File: src/rtl/video_window_flush_ctrl.sv
`default_nettype none
// ============================================================================
// Module   : video_window_flush_ctrl
// Purpose  : Frame sequencer in front of video_stream_to_window. Admits whole
//            frames under an enable, forwards the stream with one cycle of
//            latency, and appends FLUSH_LINES synthetic zero lines so the
//            window line buffers drain before frame_end_o. Reports the line
//            count and line word count, and pulses on dropped or aborted frames.
// Revision : 1.0 - initial release
// ============================================================================
module video_window_flush_ctrl #(
    parameter  int PX_WIDTH      = 12,
    parameter  int PX_PER_CLK    = 4,
    parameter  int WIN_SIZE      = 3,
    parameter  int MAX_LINE_SIZE = 1936,
    parameter  int FLUSH_LINES   = WIN_SIZE / 2,
    localparam int LW_W          = $clog2((MAX_LINE_SIZE + PX_PER_CLK - 1) / PX_PER_CLK + 1)
) (
    input  logic                           clk_i,
    input  logic                           rst_i,
    input  logic                           en_i,
    input  logic [PX_PER_CLK*PX_WIDTH-1:0] px_data_i,
    input  logic [PX_PER_CLK-1:0]          px_data_val_i,
    input  logic                           line_start_i,
    input  logic                           line_end_i,
    input  logic                           frame_start_i,
    input  logic                           frame_end_i,
    output logic [PX_PER_CLK*PX_WIDTH-1:0] px_data_o,
    output logic [PX_PER_CLK-1:0]          px_data_val_o,
    output logic                           line_start_o,
    output logic                           line_end_o,
    output logic                           frame_start_o,
    output logic                           frame_end_o,
    output logic                           busy_o,
    output logic                           flush_o,
    output logic                           frame_drop_o,
    output logic [15:0]                    line_cnt_o,
    output logic [LW_W-1:0]                line_words_o
);

    localparam int              FL_W       = (FLUSH_LINES > 1) ? $clog2(FLUSH_LINES) : 1;
    localparam logic [FL_W-1:0] C_FL_LAST  = FL_W'((FLUSH_LINES > 0) ? FLUSH_LINES - 1 : 0);
    localparam logic [LW_W-1:0] C_WCNT_MAX = '1;

    typedef enum logic [1:0] {
        S_IDLE   = 2'd0,
        S_ACTIVE = 2'd1,
        S_FLUSH  = 2'd2
    } state_t;

    state_t                          r_state;
    logic [PX_PER_CLK*PX_WIDTH-1:0]  r_px_data;
    logic [PX_PER_CLK-1:0]           r_px_val;
    logic                            r_ls;
    logic                            r_le;
    logic                            r_fs;
    logic                            r_fe;
    logic                            r_busy;
    logic                            r_flush;
    logic                            r_drop;
    logic [LW_W-1:0]                 r_wcnt;
    logic [LW_W-1:0]                 r_line_words;
    logic [LW_W-1:0]                 r_fl_word;
    logic [FL_W-1:0]                 r_fl_line;
    logic [15:0]                     r_lines;
    logic [15:0]                     r_line_cnt;
    logic [PX_PER_CLK-1:0]           r_last_mask;

    logic                            w_accept;
    logic                            w_drop;
    logic [LW_W-1:0]                 w_wcnt_next;
    logic [15:0]                     w_lines_next;
    logic                            w_fl_last_word;
    logic                            w_fl_last_line;

    // Decide whether the current input word belongs to an admitted frame.
    // In ACTIVE only a disabled new frame start is refused (abort to IDLE).
    always_comb begin
        w_accept = 1'b0;
        case (r_state)
            S_IDLE:   w_accept = frame_start_i & en_i;
            S_ACTIVE: w_accept = ~(frame_start_i & ~en_i);
            default:  w_accept = 1'b0;
        endcase
    end

    // Any frame start outside IDLE either aborts the running frame or is dropped
    assign w_drop = frame_start_i & (r_state != S_IDLE);

    // Word counter restarts at 1 on the line start word and saturates
    assign w_wcnt_next = line_start_i ? LW_W'(1) :
                         (r_wcnt == C_WCNT_MAX) ? r_wcnt : r_wcnt + LW_W'(1);

    // A new frame start restarts the line count before this word's line end
    assign w_lines_next = (frame_start_i ? 16'd0 : r_lines) + {15'd0, line_end_i};

    // Flush position decode; a zero line length means a single terminating word
    assign w_fl_last_word = (r_fl_word == r_line_words - LW_W'(1));
    assign w_fl_last_line = (r_fl_line == C_FL_LAST);

    // Frame sequencer: forwarding, line capture, flush generation, all outputs registered
    always_ff @(posedge clk_i) begin
        if (rst_i) begin
            r_state      <= S_IDLE;
            r_px_data    <= '0;
            r_px_val     <= '0;
            r_ls         <= 1'b0;
            r_le         <= 1'b0;
            r_fs         <= 1'b0;
            r_fe         <= 1'b0;
            r_busy       <= 1'b0;
            r_flush      <= 1'b0;
            r_drop       <= 1'b0;
            r_wcnt       <= '0;
            r_line_words <= '0;
            r_fl_word    <= '0;
            r_fl_line    <= '0;
            r_lines      <= '0;
            r_line_cnt   <= '0;
            r_last_mask  <= '0;
        end else begin
            r_px_data <= '0;
            r_px_val  <= '0;
            r_ls      <= 1'b0;
            r_le      <= 1'b0;
            r_fs      <= 1'b0;
            r_fe      <= 1'b0;
            r_busy    <= 1'b0;
            r_flush   <= 1'b0;
            r_drop    <= w_drop;

            case (r_state)
                S_IDLE, S_ACTIVE: begin
                    if (w_accept) begin
                        r_px_data <= px_data_i;
                        r_px_val  <= px_data_val_i;
                        r_ls      <= line_start_i;
                        r_le      <= line_end_i;
                        r_fs      <= frame_start_i;
                        r_fe      <= frame_end_i;
                        r_busy    <= 1'b1;
                        r_wcnt    <= w_wcnt_next;
                        r_lines   <= w_lines_next;
                        r_state   <= S_ACTIVE;
                        if (line_end_i) begin
                            r_line_words <= w_wcnt_next;
                            r_last_mask  <= px_data_val_i;
                        end
                        if (frame_end_i) begin
                            r_line_cnt <= w_lines_next;
                            if (FLUSH_LINES > 0) begin
                                // Frame end is re-issued on the last synthetic word
                                r_fe      <= 1'b0;
                                r_fl_word <= '0;
                                r_fl_line <= '0;
                                r_state   <= S_FLUSH;
                            end else begin
                                r_state <= S_IDLE;
                            end
                        end
                    end else if (r_state == S_ACTIVE) begin
                        // Aborted by a disabled frame start
                        r_lines <= '0;
                        r_state <= S_IDLE;
                    end
                end

                S_FLUSH: begin
                    r_flush <= 1'b1;
                    r_busy  <= 1'b1;
                    if (r_line_words == '0) begin
                        r_fe    <= 1'b1;
                        r_state <= S_IDLE;
                    end else begin
                        r_px_val <= w_fl_last_word ? r_last_mask : '1;
                        r_ls     <= (r_fl_word == '0);
                        r_le     <= w_fl_last_word;
                        if (w_fl_last_word) begin
                            r_fl_word <= '0;
                            if (w_fl_last_line) begin
                                r_fe    <= 1'b1;
                                r_state <= S_IDLE;
                            end else begin
                                r_fl_line <= r_fl_line + FL_W'(1);
                            end
                        end else begin
                            r_fl_word <= r_fl_word + LW_W'(1);
                        end
                    end
                end

                default: r_state <= S_IDLE;
            endcase
        end
    end

    assign px_data_o     = r_px_data;
    assign px_data_val_o = r_px_val;
    assign line_start_o  = r_ls;
    assign line_end_o    = r_le;
    assign frame_start_o = r_fs;
    assign frame_end_o   = r_fe;
    assign busy_o        = r_busy;
    assign flush_o       = r_flush;
    assign frame_drop_o  = r_drop;
    assign line_cnt_o    = r_line_cnt;
    assign line_words_o  = r_line_words;

endmodule
`default_nettype wire

File: config.mk
export PLATFORM = sky130hd
export DESIGN_NAME = video_window_flush_ctrl
export DESIGN_NICKNAME = d
export VERILOG_FILES = /design/src/rtl/video_window_flush_ctrl.sv
export SDC_FILE = /design/constraint.sdc
export NUM_CORES = 1
export LEC_CHECK = 0
export ABC_AREA = 1
export CORE_MARGIN = 8
export CORE_UTILIZATION = 40
export DETAILED_ROUTE_END_ITERATION = 8
export GPL_ROUTABILITY_DRIVEN = 1
export GPL_TIMING_DRIVEN = 0
export HOLD_SLACK_MARGIN = 0.02
export PLACE_DENSITY = 0.69
export SLEW_MARGIN = 20
export SYNTH_ARGS = -nofsm -noshare
export SYNTH_HDL_FRONTEND = slang
export SYNTH_SLANG_ARGS = --single-unit
File: constraint.sdc
create_clock -name clk_i -period 3 [get_ports clk_i]
set_input_delay 0.6 -clock clk_i [delete_from_list [all_inputs] [get_ports clk_i]]
set_output_delay 0.6 -clock clk_i [all_outputs]
set_load 0.1 [all_outputs]
==> impl_metrics.yaml <==
run_status:
  status: "finished, final reports clean"
die:
  design.die.area_um2: 16300
  die-height_um: 128
  fp.coreArea_um2: 12400
  std_cell_rows: 41
  initial_cell_density_of_the_core_pct: 40.3
  die_width_um: 128
  ioPinCount: 143
yosys:
  synth-edff-count: 0
  synth.top_cells.by_area: "dfxtp_1, nor2_1, inv_1, o21ai_0, nand2_1"
  netlist-cell-type-count: 39
  post-synth-top-area-fraction_pct: 49.6
  asr_flop_ratio_synth_pct: 0
  top_reg_cell_synth: "dfxtp_1"
  synthMostInstantiatedCell: "dfxtp_1"
  ys_seq_area_share_pct: 49.6
  syn-mean-instance-area_um2: 7.74
  yosys_register_bits: 124
  yosys_warnings: 0
  synthTopCellsByCount: "dfxtp_1, nor2_1, inv_1"
  yosys.area.top_type: "dfxtp_1"
  synth.net_count: 711
  netlist_instances: 646
  post_synth_instance_area_um2: 5000
clock_network:
  post_cts.repair.setup_buffers: 0
  cts_hold_buf: 0
  clk_transition_reported_paths_ns: 0.05
  clock_sink_count: 124
  insertion_delay_ns: 0.41
  post_cts_resize_count: 0
  cts_made_buffers: 17
  cts-root-to-sink-buffers: 2
  cts_tree: "yes"
  cts-root-buf: "clkbuf_16"
  htreeDepth: 4
routing:
  postRouteWirelength_um: 13900
  drtAntennaViolNets: 0
  number_of_optimization_iterations_in_the_first_detailed_route_pass: 4
  routed_vias_inst: 4.66
  post_drt_wl_per_cell_um: 14.1
  routed-via-count: 4623
  count_of_unresolved_drc_violations_after_routing: 0
  drtIter0Drc: 189
sta:
  period_needed_ns: 2.69
  timing.max_slew.rel_slack_pct: 32.0
  post-route-period-util_pct: 89.6
  holdWs_ns: 0.456
  worst_clock_skew_ns: 0.00558
  max_freq_mhz: 372
  pin_slew_with_the_least_headroom_to_its_limit_ns: 1.02
  slew_limit_fails: 0
  final-hold-violation-count: 0
  finalSetupTns_ns: 0
  finalSetupViolations: 0
  rsz0062_at_grt: "false"
finish:
  fillers: 1141
  footprint_of_the_multi_input_gates_um2: 2000
  final_net_count: 871
  diodes: 0
  areaGrowthSynthToFinish_pct: 45.4
  area.sequential_um2: 2480
  drive_above_1_share_pct: 8.30
critical_path:
  cp-end-kind: "primary output"
  crit_fanout: 7
  timing.critical_path.buf_inv: 1
  setup.worst_path.class: "reg2out"
  path_cells: "clkdlybuf4s50_1"
  critical-path-top-delay-family: "buffers and inverters"
  cp_max_stage_delay_ns: 1.20
  startpoint_type: "register"
  worst_ep_arrival_time_ns: 2.09
  timing.critical_path.required_ns: 2.40
  slowest_stage: "clkdlybuf4s50_1"
power:
  seqPwrFrac_pct: 35.9
  netSwitchingPower_uw: 1490
  swShare_pct: 30.0
  power.clock.fraction_pct: 44.3
  peakVddDrop_mv: 0.595
  p_leak_uw: 0.00307
  power_per_cell_area_nw_per_um2: 682
  p_int_uw: 3470
  power.combinational.fraction_pct: 19.8
job:
  max_cap_check_violation_count: 0
grt:
  grt.total_usage_pct: 17.4
  largest_net_degree_at_the_start_of_global_routing: 17
  number_of_global_route_vias_before_repair: 4692
  grt_antenna_before_repair: 0
  grt_first_pass_wirelength_um: 22700
  gr-total-overflow: 0
placement:
  portBuffers: 141
  place.detailed.hpwl_um: 10600
  gpl.final_weighted_congestion: 0.892
worst_hold_path:
  holdCritPathClass: "reg2reg"
==> cells in the final DEF, fill, tap and decap left out, drive strengths merged, types with 3 or more instances in the layout <==
| cell | synthesis | final |
|---|---|---|
| xor2 | 18 | 18 |
| bufinv | 0 | 4 |
| nor2 | 115 | 115 |
| xnor2 | 11 | 11 |
| a21oi | 44 | 44 |
| o22ai | 13 | 13 |
| clkinv | 0 | 5 |
| o21ai | 56 | 56 |
| nor4 | 3 | 3 |
| clkdlybuf4s50 | 0 | 141 |
| nand4 | 7 | 7 |
| nand3 | 27 | 27 |
| inv | 108 | 108 |
| nor3 | 6 | 6 |
| ha | 6 | 6 |
| buf | 12 | 12 |
| nand2 | 74 | 74 |
| clkbuf | 11 | 32 |
| dfxtp | 124 | 124 |
==> power by group through the flow <==
stage / Clock (uW) / Combinational [uW] / Sequential [uW]
after floorplan: 0 / 253 / 2260
after global placement: 0 / 968 / 1810
after detailed placement: 0 / 981 / 1820
after CTS: 2230 / 985 / 1780
after global routing: 2320 / 1040 / 1790
final: 2200 / 980 / 1780
==> path summary, 6_finish.rpt <==
check	startpoint	end	slack, ns	cells past startpoint
worst max-delay path	line_words_o[5]$_SDFFE_PP0P_	line_words_o[5]	0.31	1
worst min-delay path	r_last_mask[0]$_SDFFE_PP0P_	r_last_mask[0]$_SDFFE_PP0P_	0.46	2
worst max register to register	line_words_o[0]$_SDFFE_PP0P_	r_fl_word[0]$_SDFFE_PP0P_	0.92	13
worst min register to register	r_last_mask[0]$_SDFFE_PP0P_	r_last_mask[0]$_SDFFE_PP0P_	0.46	2
==> metal layers <==
layer / vias up / share of wire [%] / GRT usage [%]
li1: 2362 / - / -
met1: 2118 / 40 / 18.7
met2: 120 / 51 / 30.4
met3: 23 / 6.8 / 5.74
met4: 0 / 1.6 / 7.62
met5: - / 0 / 0
==> tightest hold or removal path: cells and delay by family, from the launching register on <==
kind / cells / cell delay (ns)
DFF: 1 / 0.30
buffers and inverters: 1 / 0.06
AOI/OAI and AO/OA: 1 / 0.06
==> state kept, by name, summed over array words and instances, names as in the netlist <==
register,cells
px_data_o,48
line_cnt_o,16
r_lines,16
line_words_o,9
r_fl_word,9
r_wcnt,9
px_data_val_o,4
r_last_mask,4
r_state,2
busy_o,1
flush_o,1
frame_drop_o,1
frame_end_o,1
frame_start_o,1
line_end_o,1
line_start_o,1
==> kinds of logic (layout without fill, tap and decap cells) <==
logic type / after synthesis / count (layout) / share of synthesized area, %
and+or+nand+nor: 235 / 235 / 20.1
buffers and inverters: 131 / 304 / 10.4
DFF: 124 / 124 / 49.6
AOI/OAI and AO/OA: 121 / 121 / 13.3
xor gates and xnor gates: 29 / 29 / 5.08
adders and majority gates: 6 / 6 / 1.50
==> metrics by stage <==
| step | instance area, um^2 | std cells | power (uW) | setup slack, ns | util (%) |
|---|---|---|---|---|---|
| finish | 7270 | 991 | 4960 | 0.313 | 58.6 |
| CTS | 7270 | 991 | 5000 | 0.290 | 58.6 |
| detailed placement | 6630 | 959 | 2800 | 0.0992 | 53.4 |
| global placement | 6630 | 959 | 2780 | 0.117 | 53.4 |
| floorplan | 5000 | 646 | 2510 | 0.525 | - |
| global route | 7270 | 991 | 5150 | 0.244 | 58.6 |
==> cell type report <==
class / instances / share of cell area (%)
inverter: 108 / 5.57
sequential: 124 / 34.1
tap: 172 / 2.96
multi-input combinational: 391 / 27.5
clock inverter: 11 / 2.25
timing repair buffer: 141 / 19.4
clock buffer: 21 / 6.61
buffer: 23 / 1.55
Power figures use the tool's default switching activity.
